`config.mk`:
```
export PLATFORM = sky130hd
export DESIGN_NAME = interrupt_scheduler
export DESIGN_NICKNAME = d
export VERILOG_FILES = /design/src/rtl/invaders_pkg.sv /design/src/rtl/half_frame_counter.sv /design/src/rtl/interrupt_scheduler.sv
export SDC_FILE = /design/constraint.sdc
export NUM_CORES = 1
export LEC_CHECK = 0
export ABC_AREA = 1
export CORE_UTILIZATION = 50
export CTS_BUF_LIST = sky130_fd_sc_hd__clkbuf_16
export DETAILED_ROUTE_END_ITERATION = 6
export PLACE_DENSITY_LB_ADDON = 0.2
export SLEW_MARGIN = 20
export SYNTH_ARGS = -nofsm -noshare
export SYNTH_HDL_FRONTEND = slang
export SYNTH_SLANG_ARGS = --single-unit
```
`constraint.sdc`:
```
create_clock -name i_clk_25MHz -period 2.71 [get_ports i_clk_25MHz]
set_input_delay 0.542 -clock i_clk_25MHz [delete_from_list [all_inputs] [get_ports i_clk_25MHz]]
set_output_delay 0.542 -clock i_clk_25MHz [all_outputs]
set_load 0.05 [all_outputs]
```
`src/rtl/invaders_pkg.sv`:
```
// Shared constants, opcodes and state encoding for the interrupt scheduler.
package invaders_pkg;

    localparam logic [7:0] RST1_OPCODE = 8'hCF;
    localparam logic [7:0] RST2_OPCODE = 8'hD7;
    localparam int HALF_FRAME_US_DEFAULT = 8333;

    typedef enum logic {
        ST_IDLE    = 1'b0,
        ST_PENDING = 1'b1
    } sched_state_e;

    function automatic logic [7:0] rst_opcode(input logic end_of_frame);
        return end_of_frame ? RST2_OPCODE : RST1_OPCODE;
    endfunction

endpackage

```
`src/rtl/half_frame_counter.sv`:
```
// Microsecond tick counter; flags a deadline on the tick that completes a half frame.
module half_frame_counter
    import invaders_pkg::*;
#(
    parameter int HALF_FRAME_US = HALF_FRAME_US_DEFAULT
) (
    input  logic i_clk_25MHz,
    input  logic i_reset,
    input  logic i_tick_1us,
    output logic o_deadline
);

    localparam logic [15:0] LAST = 16'(HALF_FRAME_US - 1);

    logic [15:0] cnt_q;
    logic [15:0] cnt_d;
    logic        deadline;

    always_comb begin
        cnt_d    = cnt_q;
        deadline = 1'b0;
        if (i_tick_1us) begin
            if (cnt_q == LAST) begin
                cnt_d    = '0;
                deadline = 1'b1;
            end else begin
                cnt_d = cnt_q + 16'd1;
            end
        end
    end

    always_ff @(posedge i_clk_25MHz) begin
        if (!i_reset) begin
            cnt_q <= '0;
        end else begin
            cnt_q <= cnt_d;
        end
    end

    assign o_deadline = deadline;

endmodule

```
`src/rtl/interrupt_scheduler.sv`:
```
// Half-frame RST1/RST2 interrupt scheduler for the 8080 core.
// Define INT_MISS_COUNT_EN to build the saturating missed-request counter.
module interrupt_scheduler
    import invaders_pkg::*;
#(
    parameter int HALF_FRAME_US = HALF_FRAME_US_DEFAULT
) (
    input  logic       i_clk_25MHz,
    input  logic       i_reset,
    input  logic       i_tick_1us,
    input  logic       i_int_ack,
    output logic       o_int_req,
    output logic [7:0] o_int_vector,
    output logic       o_frame_strobe,
    output logic [7:0] o_miss_count
);

    logic deadline;

    half_frame_counter #(
        .HALF_FRAME_US(HALF_FRAME_US)
    ) u_counter (
        .i_clk_25MHz(i_clk_25MHz),
        .i_reset    (i_reset),
        .i_tick_1us (i_tick_1us),
        .o_deadline (deadline)
    );

    sched_state_e state_q;
    sched_state_e state_d;
    logic [7:0]   vector_q;
    logic [7:0]   vector_d;
    logic         end_next_q;
    logic         end_next_d;
    logic         strobe_q;
    logic         strobe_d;

    always_comb begin
        state_d    = state_q;
        vector_d   = vector_q;
        end_next_d = end_next_q;
        strobe_d   = 1'b0;
        // A deadline wins over an acknowledge in either state
        if (deadline) begin
            state_d    = ST_PENDING;
            vector_d   = rst_opcode(end_next_q);
            end_next_d = ~end_next_q;
            strobe_d   = end_next_q;
        end else begin
            unique case (state_q)
                ST_IDLE: state_d = ST_IDLE;
                ST_PENDING: begin
                    if (i_int_ack) begin
                        state_d = ST_IDLE;
                    end
                end
                default: state_d = ST_IDLE;
            endcase
        end
    end

    always_ff @(posedge i_clk_25MHz) begin
        if (!i_reset) begin
            state_q    <= ST_IDLE;
            vector_q   <= 8'h00;
            end_next_q <= 1'b0;
            strobe_q   <= 1'b0;
        end else begin
            state_q    <= state_d;
            vector_q   <= vector_d;
            end_next_q <= end_next_d;
            strobe_q   <= strobe_d;
        end
    end

    assign o_int_req      = (state_q == ST_PENDING);
    assign o_int_vector   = vector_q;
    assign o_frame_strobe = strobe_q;

`ifdef INT_MISS_COUNT_EN
    logic       miss_event;
    logic [7:0] miss_q;
    logic [7:0] miss_d;

    assign miss_event = deadline && (state_q == ST_PENDING) && !i_int_ack;

    always_comb begin
        miss_d = miss_q;
        if (miss_event && (miss_q != 8'hFF)) begin
            miss_d = miss_q + 8'd1;
        end
    end

    always_ff @(posedge i_clk_25MHz) begin
        if (!i_reset) begin
            miss_q <= 8'h00;
        end else begin
            miss_q <= miss_d;
        end
    end

    assign o_miss_count = miss_q;
`else
    assign o_miss_count = 8'h00;
`endif

endmodule

```
Word level (Yosys, flattened, before mapping)

Index checks and enable logic that the tools add are counted.

Bits in registers: 27
Output and inout bits: 18
Word-level logic and storage cells: 17

Bitwise gates (word level): 2
Multiplexer cells: 7
Eq/ne operators: 1
Add/subtract/negate cells: 1
Reduce and logical (&&, ||, !) cells: 1

Operators with widths:

| operator                                         | count |
|---|---|
| adder 16 x 1 -> 16 bit (second input constant)   | 1 |
| == test 16 x 14 -> 1 bit (second input constant) | 1 |
| two-way mux 16 bit                               | 1 |
| two-way mux 5 bit                                | 1 |
| two-way mux 1 bit                                | 4 |
| NOT 1 bit                                        | 2 |
| case mux 1 bit (2 select lines)                  | 1 |
| AND reduction 2 bit                              | 1 |

Longest topological paths before layout

Depth after elaboration: 4
Depth in mapped cells: 9
Gate-level depth less buffers: 9

Cells and area by module

Synthesis repeated with hierarchy kept, for this count alone.

Cells, all modules: 195
Area total of the unflattened synthesis: 1229.9 µm²

Modules (own cells, without submodules):

| module              | sequential area each (µm²) | area an instance (µm²) | cells each | instances |
|---|---|---|---|---|
| half_frame_counter  | 320.3                      | 959.7                  | 161        | 1 |
| interrupt_scheduler | 100.1                      | 270.3                  | 34         | 1 |

Worst setup path before layout

No wires, ideal clock.

Kind: flip-flop to output port
Start point: reg o_int_vector[6] (netlist name)
End point: out o_int_vector[1]
Cell stages (with the launch flop): 2
Data required time: 2168 ps
Slack: 1195 ps
Arrival time: 973 ps
Cell sequence: dfxtp_1 buf_4

RTL lines:

| what             | line                      | text |
|---|---|---|
| end: declaration | interrupt_scheduler.sv:13 | `output logic [7:0] o_int_vector,` |

Worst setup path after layout

Start point: reg vector_q[6], in the netlist o_int_vector[6]
End point: out o_int_vector[6]

RTL lines:

| what                     | line                      | text |
|---|---|---|
| start: declaration       | interrupt_scheduler.sv:31 | `logic [7:0] vector_q;` |
| start signal: assignment | interrupt_scheduler.sv:70 | `vector_q <= vector_d;` |

No word-level cell between the ends.

==> impl_metrics.sql <==
INSERT INTO impl_metrics (metric_group, metric, value, unit) VALUES
('place', 'detailedPlacementHpwl', '1.69', 'mm'),
('clocking', 'cts_hold_buf', '0', ''),
('route', 'total_via_count_after_detailed_routing', '1043', ''),
('timing', 'slew_viol_final', '0', ''),
('die', 'num_io_pins', '22', ''),
('route', 'wire_per_inst', '10.5', 'µm'),
('timing', 'finalHoldViolations', '0', ''),
('setup_path', 'maximum_fanout_encountered_on_the_critical_timing_path', '6', ''),
('run', 'drv_cap', '0', ''),
('pwr', 'power_frac_clock', '45.1', '%'),
('layout', 'layout-drive-gt1-share', '10.4', '%'),
('synth', 'synth_sequential_area_ratio', '35.7', '%'),
('setup_path', 'critPathBufInv', '1', ''),
('route', 'drc_violation_count_after_routing', '0', ''),
('die', 'start_util', '53.2', '%'),
('place', 'gp_congestion', '0.838', ''),
('route', 'via_per_inst', '4.94', ''),
('pwr', 'swShare', '22.6', '%'),
('worst_hold_path', 'classification_of_the_worst_slack_hold_path', 'flip-flop to flip-flop', ''),
('global_route', 'grt_max_degree', '12', ''),
('synth', 'yosys_register_bits', '21', ''),
('layout', 'seq_area', '420', 'µm²'),
('clocking', 'cts.reportedPaths.clkPinSlew', '0.05', 'ns'),
('setup_path', 'critPathTopFamily', 'buffers and inverters', ''),
('clocking', 'cts_repair_resize_count', '0', ''),
('setup_path', 'critical_path_arrival', '1.47', 'ns'),
('global_route', 'antenna_found_initial', '0', ''),
('clocking', 'post-cts-setup-buffer-count', '0', ''),
('clocking', 'clk_latency', '0.25', 'ns'),
('synth', 'yosys_warnings', '0', ''),
('setup_path', 'path_class', 'flip-flop to output pin', ''),
('synth', 'ys_types', '21', ''),
('route', 'ant_nets', '0', ''),
('status', 'status', 'finished, final reports clean', ''),
('layout', 'finalNetCount', '190', ''),
('clocking', 'clock_sink_count', '21', ''),
('pwr', 'leakage_power_figure', '0.565', 'nW'),
('setup_path', 'critical_path.cell_chain', 'clkdlybuf4s50_1', ''),
('route', 'finalWirelength', '2.21', 'mm'),
('timing', 'finClkSkew', '0.00257', 'ns'),
('setup_path', 'critical_path.startpoint_type', 'flip-flop', ''),
('route', 'drt_first_pass_iters', '5', ''),
('layout', 'antenna_cells', '0', ''),
('place', 'buffer_ports.inserted', '12', ''),
('clocking', 'cts_max_level', '1', ''),
('timing', 'timing.setup.tns', '0', 'ns'),
('timing', 'maxClockFrequency', '0.497', 'GHz'),
('die', 'number_of_placement_rows', '17', ''),
('place', 'placed_cells', '207', ''),
('global_route', 'first_global_vias', '903', ''),
('setup_path', 'worstPathRequired', '2.17', 'ns'),
('layout', 'multiInputGateArea', '602', 'µm²'),
('setup_path', 'critical_path.slowest_cell', 'sky130_fd_sc_hd__clkdlybuf4s50_1', ''),
('synth', 'avgSynthCellArea', '6.80', 'µm²'),
('clocking', 'clock_tree_from_tritoncts', 'yes', ''),
('global_route', 'grt.overflow.total', '0', ''),
('setup_path', 'cp_slowest_stage_delay', '0.83', 'ns'),
('clocking', 'clock-root-buffer', 'sky130_fd_sc_hd__clkbuf_16', ''),
('die', 'die_y_extent', '50.5', 'µm'),
('pwr', 'comb_power_share', '8.0', '%'),
('layout', 'area.growth.synth_to_final', '13.5', '%'),
('global_route', 'overall_global_routing_resource_usage', '19.6', '%'),
('timing', 'unrepaired_setup_endpoints_after_global_routing', 'false', ''),
('timing', 'setup-violations-final', '0', ''),
('route', 'drtIter0Drc', '30', ''),
('timing', 'fin_crit', '2.01', 'ns'),
('layout', 'fillers', '211', ''),
('synth', 'synthesis.instances', '173', ''),
('clocking', 'cts.path.max_buffers', '2', ''),
('die', 'fp.dieW', '50.5', 'µm'),
('global_route', 'grt_first_pass_wirelength', '3.77', 'mm'),
('die', 'core_area', '0.00221', 'mm²'),
('setup_path', 'worst_setup_path_end_kind', 'output pin', ''),
('die', 'die_area', '0.00255', 'mm²'),
('pwr', 'power_report.internal_total', '518', 'µW'),
('pwr', 'total_switching_power', '151', 'µW'),
('synth', 'mappedNetlistArea', '0.00118', 'mm²'),
('layout', 'final_cells', '211', ''),
('timing', 'post-route-period-util', '74.2', '%'),
('pwr', 'power_per_cell_area', '501', 'mW/mm²'),
('pwr', 'p_seq_share', '47.0', '%'),
('pwr', 'maximum_vdd_drop', '0.000268', 'V'),
('clocking', 'cts-buffers-inserted', '3', '');
==> placed cells by master (no fill, tap or decap), drive strengths merged <==
cell and n:
a21oi 5, clkbuf 3, clkdlybuf4s50 12, conb 9
dfxtp 21, ha 2, inv 22, nand2 45
nand3 9, nand4 2, nor2 41, nor3 3
o21ai 4, xnor2 1, xor2 4
==> metal layers <==
metal / track usage (%) / vias up / share of wire (%)
met5: 0 / - / 0
li1: - / 528 / -
met3: 3.03 / 4 / 5.8
met4: 9.72 / 0 / 1.3
met1: 23.3 / 469 / 42
met2: 34.0 / 42 / 50
==> flip-flops by register name, indices dropped and copies added (netlist names) <==
signal	count
o_frame_strobe	1
o_int_req	1
o_int_vector	3
u_counter.cnt_q	16
==> power groups by stage <==
stage / combinational, mW / sequential (mW) / clock [mW]
2_1_floorplan: 0.0531 / 0.320 / 0
3_3_place_gp: 0.0525 / 0.321 / 0
3_5_place_dp: 0.0531 / 0.321 / 0
4_1_cts: 0.0533 / 0.314 / 0.305
5_1_grt: 0.0580 / 0.314 / 0.320
6_report: 0.0533 / 0.314 / 0.302
==> through the flow <==
step / cell area, µm² / setup WS (ns) / hold slack, ns / power [mW] / util, %
after floorplan: 1210 / 1.20 / 0.460 / 0.373 / -
after global placement: 1260 / 0.813 / 0.470 / 0.373 / 56.8
after detailed placement: 1260 / 0.787 / 0.455 / 0.374 / 56.8
after CTS: 1340 / 0.681 / 0.464 / 0.673 / 60.4
after global routing: 1340 / 0.639 / 0.485 / 0.693 / 60.4
final: 1340 / 0.699 / 0.459 / 0.669 / 60.4
==> cells in the mapped netlist, drive strengths merged <==
master   n  area share, %
xor2     4            3.0
buf     14            8.9
o21ai    4            1.7
dfxtp   21             36
nand3    9            3.8
nor2    41             16
xnor2    1           0.74
ha       2            2.1
inv     21            6.7
nand2   45             16
nand4    2            1.1
nor3     3            1.7
a21oi    5            2.1
conb     1           0.32
==> area by class of cell <==
class                   instances  area share, %
well taps                      28           2.62
flip-flops and latches         21           31.5
clock inverters                 1          0.281
clock buffers                   3           5.62
repair buffers                 12           9.00
inverters                      21           5.90
multi-input cells             125           45.1
==> cells by family after synthesis <==
kind of cell / after synthesis / synth area share [%]
AND/OR/NAND/NOR: 100 / 38.6
other: 1 / 0.319
AO/OA/AOI/OAI: 9 / 3.83
flip-flops: 21 / 35.7
adder cells (fa/ha/maj): 2 / 2.13
XOR/XNOR: 5 / 3.72
buffers and inverters: 35 / 15.6
==> worst paths after layout <==
check                          start             endpoint  slack (ns)  depth (start not counted)
setup / recovery     o_int_vector[6]      o_int_vector[6]        0.70                          1
hold / removal             o_int_req            o_int_req        0.46                          2
setup reg to reg  u_counter.cnt_q[0]  u_counter.cnt_q[11]        1.36                          9
hold reg to reg            o_int_req            o_int_req        0.46                          2
Note: power is estimated with default switching activity, not from simulation.
